[src/rtl/s32_stream_sched.sv]
// s32_stream_sched: two-requester round-robin scheduler feeding the 32->16 stream adapter
module s32_stream_sched #(
  parameter int GAP = 2,
  parameter int BURST_LEN = 4
) (
  input  logic        clk,
  input  logic        rst,
  input  logic [31:0] req0_data,
  input  logic        req0_valid,
  output logic        req0_ready,
  input  logic [31:0] req1_data,
  input  logic        req1_valid,
  output logic        req1_ready,
  output logic [31:0] s32,
  output logic        n32rdy,
  output logic [1:0]  grant,
  output logic        busy,
  output logic [15:0] word_cnt
);
  localparam int G = GAP < 2 ? 2 : GAP;
  localparam logic [15:0] GAP_LD = 16'(G - 1);
  localparam logic [15:0] BL = 16'(BURST_LEN);
  typedef enum logic {IDLE, GRANT} state_t;
  state_t state, state_d;
  logic [15:0] gap_cnt, gap_d, burst_cnt, burst_d, word_d;
  logic [31:0] s32_d;
  logic [1:0]  grant_d;
  logic        last_owner, last_d, n32rdy_d;
  logic        slot_open, owner, keep, any, sel, fire;
  assign slot_open  = (gap_cnt == 16'd0) & ~rst;
  assign req0_ready = fire & ~sel;
  assign req1_ready = fire & sel;
  assign busy       = (state != IDLE) | (gap_cnt != 16'd0);
  // arbitration and next-state: owner keeps the slot until its burst limit, otherwise alternate
  always_comb begin
    owner    = grant[1];
    any      = req0_valid | req1_valid;
    keep     = (state == GRANT) & (owner ? req1_valid : req0_valid) & (burst_cnt < BL);
    sel      = keep ? owner : (req0_valid & req1_valid) ? ~last_owner : req1_valid;
    fire     = slot_open & any;
    state_d  = fire ? GRANT : slot_open ? IDLE : state;
    grant_d  = fire ? (sel ? 2'b10 : 2'b01) : slot_open ? 2'b00 : grant;
    burst_d  = fire ? (keep ? burst_cnt + 16'd1 : 16'd1) : slot_open ? 16'd0 : burst_cnt;
    gap_d    = fire ? GAP_LD : (gap_cnt != 16'd0) ? gap_cnt - 16'd1 : gap_cnt;
    last_d   = fire ? sel : last_owner;
    s32_d    = fire ? (sel ? req1_data : req0_data) : s32;
    word_d   = word_cnt + {15'd0, fire};
    n32rdy_d = fire;
  end
  // state register; last_owner resets to 1 so requester 0 wins the first tie
  always_ff @(posedge clk) begin
    if (rst) begin
      state      <= IDLE;
      gap_cnt    <= 16'd0;
      burst_cnt  <= 16'd0;
      last_owner <= 1'b1;
      s32        <= 32'd0;
      n32rdy     <= 1'b0;
      grant      <= 2'b00;
      word_cnt   <= 16'd0;
    end else begin
      state      <= state_d;
      gap_cnt    <= gap_d;
      burst_cnt  <= burst_d;
      last_owner <= last_d;
      s32        <= s32_d;
      n32rdy     <= n32rdy_d;
      grant      <= grant_d;
      word_cnt   <= word_d;
    end
  end
endmodule
[config.mk]
export PLATFORM = sky130hd
export DESIGN_NAME = s32_stream_sched
export DESIGN_NICKNAME = d
export VERILOG_FILES = /design/src/rtl/s32_stream_sched.sv
export SDC_FILE = /design/constraint.sdc
export NUM_CORES = 1
export LEC_CHECK = 0
export CORE_ASPECT_RATIO = 1.4
export CORE_MARGIN = 2
export CORE_UTILIZATION = 55
export DETAILED_ROUTE_END_ITERATION = 8
export DONT_BUFFER_PORTS = 1
export GPL_TIMING_DRIVEN = 0
export PLACE_DENSITY_LB_ADDON = 0.25
export SLEW_MARGIN = 25
export SYNTH_ARGS = -nofsm -noshare
export SYNTH_HDL_FRONTEND = slang
export SYNTH_SLANG_ARGS = --single-unit
[constraint.sdc]
create_clock -name clk -period 3.1 [get_ports clk]
set_input_delay 0.31 -clock clk [delete_from_list [all_inputs] [get_ports clk]]
set_output_delay 0.31 -clock clk [all_outputs]
set_load 0.005 [all_outputs]
==> impl_metrics.tcl, run 1 <==
set metrics [dict create \
    powerDensity_mw_per_mm2 849.6 \
    final_common_cell "dfxtp_1" \
    hp-start "req1_data[9]" \
    cp_slowest_cell "or3_4" \
    clock_latency_ps 360 \
    yosysUniqueCellTypes 45 \
    fin_util 0.6332 \
    leakage_nw 1.561 \
    place.port_buffers 0 \
    worstPathArrival_ps 3190 \
    slowest_delay_ps 390 \
    syn_to_final_growth_pct 10.90 \
    start_util 0.5709 \
    multi_input_comb_area_mm2 0.001757 \
    drc 0 \
    maxCapViolations 0 \
    drive_gt1_frac 0.1292 \
    clk_root_buffer_cell "clkbuf_8" \
    r2r-start "gap_cnt[0]$_SDFFE_PP0P_" \
    seq_area_mm2 0.001704 \
    rows 34 \
    wl_per_cell_um 17.09 \
    worst_slew_pin_slew_ps 765.2 \
    fin_nets 456 \
    die-area_mm2 0.007115 \
    die_h_um 99.01 \
    synth_seq_cells 85 \
    status "completed" \
    setup_viol 0 \
    critPathLaunchType "flip-flop" \
    peakVddDrop_mv 0.3985 \
    num-fill-cells 529 \
    crit_fanout 15 \
    antenna_found_initial 0 \
    final-max-slew-violation-count 0 \
    gp_congestion 0.8034 \
    antenna_left 0 \
    routed-via-count 2694 \
    crit_path_end_kind "flip-flop" \
    numCtsBuffers 9 \
    syn-cell-area_mm2 0.003546 \
    syn_nets 444 \
    crit_chain "inv_2 -> ha_1 -> nor2b_4 -> and2_4 -> nand3_4 -> or3_4 -> buf_6 -> clkinv_8 -> ha_2 -> ha_2 -> and3_4 -> nand3_4 -> nor2_4 -> nand4_1 -> xor2_1 -> nor2_1" \
    p_total_mw 3.341 \
    ctsHtreeMaxLevel 3 \
    clockBufferDepth 2 \
    avgSynthCellArea_um2 9.558 \
    dr.first_iter.drc_count 103 \
    final.period_utilization 0.9553 \
    track_usage 0.2249 \
    mostFrequentLayoutCells "dfxtp_1, nor2_1, nand2_1" \
    hold_viol 0 \
    cts_tree "yes" \
    min_period_ps 2962 \
    drtPass1Iterations 4 \
    ys_warn_count 0 \
    ys_seq_area_frac 0.4799 \
    fmax_ghz 0.3377 \
    die_w_um 71.86 \
    cp_data_required_time_ps 3330 \
    grt_max_degree 16 \
    critPathLaunch "gap_cnt[0]$_SDFFE_PP0P_" \
    placed_cells 443 \
    hold_slack_ps 55.02 \
    postCtsHoldBufs 0 \
    grt_overflow 0 \
    core_area_mm2 0.006211 \
    num_antenna_cells 0 \
    path_clk_slew_ps 90 \
    grt_pass1_vias 2621 \
    relSlewSlack 0.4875 \
    dpl.hpwl_um 5685 \
    io_pins 122 \
    finClkSkew_ps 13.54 \
    netlist_instances 371 \
    clock_sinks 85 \
    grt_first_pass_wirelength_um 12530 \
    hp-class "input pin to flip-flop" \
    drt_wl_total_um 7846 \
    finalNonFillerCells 459 \
    viasPerCell 5.869 \
    crit_type "flip-flop to flip-flop" \
]
[per-stage QoR]
stage | cell area [um^2] | setup TNS (ps) | setup WS, ps
2_1_floorplan | 3546 | 0 | 70.24
3_3_place_gp | 3636 | -1220 | -289.6
3_5_place_dp | 3636 | -1483 | -353.5
4_1_cts | 3864 | 0 | 22.82
5_1_grt | 3933 | -29.70 | -29.70
6_report | 3933 | 0 | 138.4
[report_power, final]
group	leakage (nW)	total, mW	internal [mW]	switching (mW)
sequential	0.690	1.47	1.30	0.178
combinational	0.763	1.00	0.455	0.548
clock	0.109	0.864	0.474	0.390
[kinds of logic after synthesis]
kind of cell    Yosys count  synth area share
buf+inv                  25           0.03987
flops                    85            0.4799
mux                      23           0.06493
xor+xnor                 22           0.05434
simple gates            151            0.2255
compound gates           60            0.1179
fa+ha+maj                 5           0.01764
[layer usage]
metal	share of wire	vias up	routed length (um)	global-route usage
met4	0.023	0	178	0.09724
met2	0.50	104	3906	0.3754
met3	0.082	14	644	0.06748
met1	0.40	1252	3117	0.2645
met5	0	-	0	0
li1	-	1324	-	-
[sequential cells by signal, summed over array words and instances, names as in the netlist]
register    cells
burst_cnt      16
gap_cnt        16
n32rdy          1
grant           2
word_cnt       16
state           1
s32            32
last_owner      1
[cells in the mapped netlist, drive strengths merged]
master,count,share of area
dfxtp,85,0.48
nor2,49,0.052
nand2,30,0.032
mux2i,23,0.065
and2,17,0.031
a211oi,16,0.037
xor2,13,0.032
o21ai,12,0.017
buf,10,0.023
clkbuf,10,0.011
or3,10,0.018
xnor2,9,0.022
a21oi,8,0.012
nand3,7,0.013
nand3b,7,0.015
a22oi,6,0.013
a31oi,6,0.011
nor2b,6,0.011
o2bb2ai,6,0.015
ha,5,0.018
inv,5,0.0067
nor3b,5,0.011
nor4,5,0.013
nor3,4,0.0071
nand4,3,0.0053
a21o,2,0.0042
a22o,2,0.0049
and3,2,0.0035
nor4b,2,0.0067
or4,2,0.0042
nand2b,1,0.0018
o2111ai,1,0.0025
o31ai,1,0.0021
or2,1,0.0018
[cell type report]
| type | count | share of cell area |
|---|---|---|
| flip-flops and latches | 85 | 0.4333 |
| repair buffers | 2 | 0.003818 |
| clock buffers | 10 | 0.03500 |
| multi-input cells | 261 | 0.4467 |
| plain buffers | 19 | 0.02864 |
| well taps | 72 | 0.02291 |
| clock inverters | 5 | 0.02164 |
| inverters | 5 | 0.007954 |
[worst paths after layout]
check,to,slack [ps],cells after the start
worst min-delay path,s32[9]$_SDFFE_PP0P_,60,2
worst min register to register,burst_cnt[3]$_SDFFE_PP0P_,460,1
worst max-delay path,word_cnt[14]$_SDFF_PP0_,140,16
worst max register to register,word_cnt[14]$_SDFF_PP0_,140,16
[repair_timing]
item                                    in CTS  in global routing
resized for setup                            4                 15
buffers inserted                             0                  2
pin swaps                                    1                  3
endpoints found under the setup margin       7                  6
[worst max-delay path: cells and delay by family, from the launching register on]
family                   cells  cell delay, ps
XOR/XNOR                     1             190
buffers and inverters        3             310
AND/OR/NAND/NOR              9            1470
flip-flops                   1             350
adder cells (fa/ha/maj)      3             510
Note: power is estimated with default switching activity, not from simulation.
==> inputs of run 2 (changes only) <==
--- a/config.mk
+++ b/config.mk
@@ -12,6 +12,7 @@
 export DONT_BUFFER_PORTS = 1
 export GPL_TIMING_DRIVEN = 0
 export PLACE_DENSITY_LB_ADDON = 0.25
+export SKIP_CTS_REPAIR_TIMING = 1
 export SLEW_MARGIN = 25
 export SYNTH_ARGS = -nofsm -noshare
 export SYNTH_HDL_FRONTEND = slang
==> run 2 against run 1 <==
Against the previous run:
- wire length down 0.50%
- non-clock buffer count stayed put
- fmax grew 0.21%
- first-iteration DRC count fell by 15%
- clock skew shrank 2.3 ps
- final cell count stayed put
- setup slack improved by 6.2 ps
- core utilization down 0.081 points
- critical path depth is the same
- via count is essentially flat
- design area shrank 0.13%
- total power decreased by 0.15%
- largest power group unchanged
==> impl_metrics.tcl, run 2 (synthesis gave the netlist of run 1 again) <==
set metrics [dict create \
    status "completed" \
    num_antenna_cells 0 \
    clock_latency_ps 360 \
    crit_fanout 15 \
    track_usage 0.2253 \
    routed-via-count 2693 \
    crit_type "flip-flop to flip-flop" \
    numCtsBuffers 9 \
    maxCapViolations 0 \
    antenna_left 0 \
    final.setup.tns_ps 0 \
    mostFrequentLayoutCells "dfxtp_1, nor2_1, nand2_1" \
    pre_cts_ws_ps -353.5 \
    largest-register "s32" \
    gp_congestion 0.8034 \
    ctsHtreeMaxLevel 3 \
    clk_root_buffer_cell "clkbuf_8" \
    io_pins 122 \
    syn_to_final_growth_pct 10.76 \
    rows 34 \
    clkPwrFrac 0.258 \
    design_area_mm2 0.003928 \
    critPathLaunchType "flip-flop" \
    relSlewSlack 0.4778 \
    final.period_utilization 0.9533 \
    clockBufferDepth 2 \
    grt_max_degree 15 \
    fmax_ghz 0.3384 \
    seqPwrFrac 0.442 \
    finClkSkew_ps 11.21 \
    grt_first_pass_wirelength_um 12560 \
    wl_per_cell_um 17.01 \
    hold_viol 0 \
    fin_nets 456 \
    path_clk_slew_ps 90 \
    place.port_buffers 0 \
    dr.first_iter.drc_count 88 \
    num-fill-cells 530 \
    core_area_mm2 0.006211 \
    final_common_cell "dfxtp_1" \
    clock_sinks 85 \
    die_w_um 71.86 \
    p_switching_mw 1.112 \
    switching_share 0.3333 \
    drtPass1Iterations 4 \
    post-route-worst-setup-slack_ps 144.6 \
    p_total_mw 3.336 \
    leakage_nw 1.560 \
    cts_tree "yes" \
    setup_viol 0 \
    cp_data_required_time_ps 3330 \
    die_h_um 99.01 \
    drc 0 \
    dpl.hpwl_um 5685 \
    grt_pass1_vias 2626 \
    powerDensity_mw_per_mm2 849.4 \
    crit_path_end_kind "flip-flop" \
    grt_overflow 0 \
    largest_reg_flops 32 \
    placed_cell_area_mm2 0.003636 \
    start_util 0.5709 \
    min_period_ps 2955 \
    fin_util 0.6324 \
    hp-class "input pin to flip-flop" \
    die-area_mm2 0.007115 \
    worst_slew_pin_slew_ps 779.6 \
    viasPerCell 5.867 \
    drive_gt1_frac 0.1292 \
    peakVddDrop_mv 0.3985 \
    internal-power_mw 2.224 \
    worstPathArrival_ps 3180 \
    final-max-slew-violation-count 0 \
    antenna_found_initial 0 \
    drt_wl_total_um 7807 \
    share_comb_of_total_power 0.300 \
]
==> run 2: area by class of cell <==
type,instances,area [um^2],area share
flip-flops and latches,85,1704,0.4339
repair buffers,2,15.01,0.003823
well taps,72,90.09,0.02294
plain buffers,19,112.6,0.02867
clock buffers,10,137.6,0.03504
multi-input cells,261,1757,0.4473
clock inverters,5,85.08,0.02166
inverters,5,26.28,0.006690
==> run 2: worst paths after layout <==
kind	start	to	slack (ps)	cells after the start
min reg2reg	burst_cnt[3]$_SDFFE_PP0P_	burst_cnt[3]$_SDFFE_PP0P_	460	1
max	gap_cnt[0]$_SDFFE_PP0P_	word_cnt[14]$_SDFF_PP0_	140	16
max reg2reg	gap_cnt[0]$_SDFFE_PP0P_	word_cnt[14]$_SDFF_PP0_	140	16
min	req1_data[9]	s32[9]$_SDFFE_PP0P_	50	2
==> run 2: power by group through the flow <==
stage / registers, mW / clock network, mW / logic [mW]
floorplan: 1.45 / 0 / 0.782
global placement: 1.49 / 0 / 0.914
detailed placement: 1.49 / 0 / 0.946
CTS: 1.47 / 0.881 / 0.958
global route: 1.50 / 0.923 / 1.12
finish: 1.47 / 0.862 / 1.00
==> run 2: critical path, stage by stage (launching register included) <==
cell,delay (ps)
dfxtp_1,350
inv_2,80
ha_1,140
nor2b_4,150
and2_4,190
nand3_4,100
or3_4,390
buf_6,150
inv_8,100
ha_2,190
ha_2,190
and3_4,210
nand3_4,110
nor2_4,110
nand4_1,120
xor2_1,190
nor2_1,60
==> run 2: routing by layer <==
layer	vias to the layer above	wire [um]	GRT usage
met5	-	0	0
met4	0	176	0.09724
met3	14	679	0.06748
met2	98	3942	0.3768
met1	1260	3008	0.2645
li1	1321	-	-
==> run 2: per-stage QoR <==
step | instances | hold WS (ps)
after global placement | 443 | 419.6
after floorplan | 371 | 416.3
after detailed placement | 443 | 420.9
final | 459 | 54.31
after global routing | 459 | 63.03
after CTS | 458 | 41.25
==> inputs of run 3 (changes only) <==
--- a/config.mk
+++ b/config.mk
@@ -13,7 +13,6 @@
 export GPL_TIMING_DRIVEN = 0
 export PLACE_DENSITY_LB_ADDON = 0.25
 export SKIP_CTS_REPAIR_TIMING = 1
-export SLEW_MARGIN = 25
 export SYNTH_ARGS = -nofsm -noshare
 export SYNTH_HDL_FRONTEND = slang
 export SYNTH_SLANG_ARGS = --single-unit
==> results of run 3 <==
Final layout, timing and power as in run 2 (identical DEF).
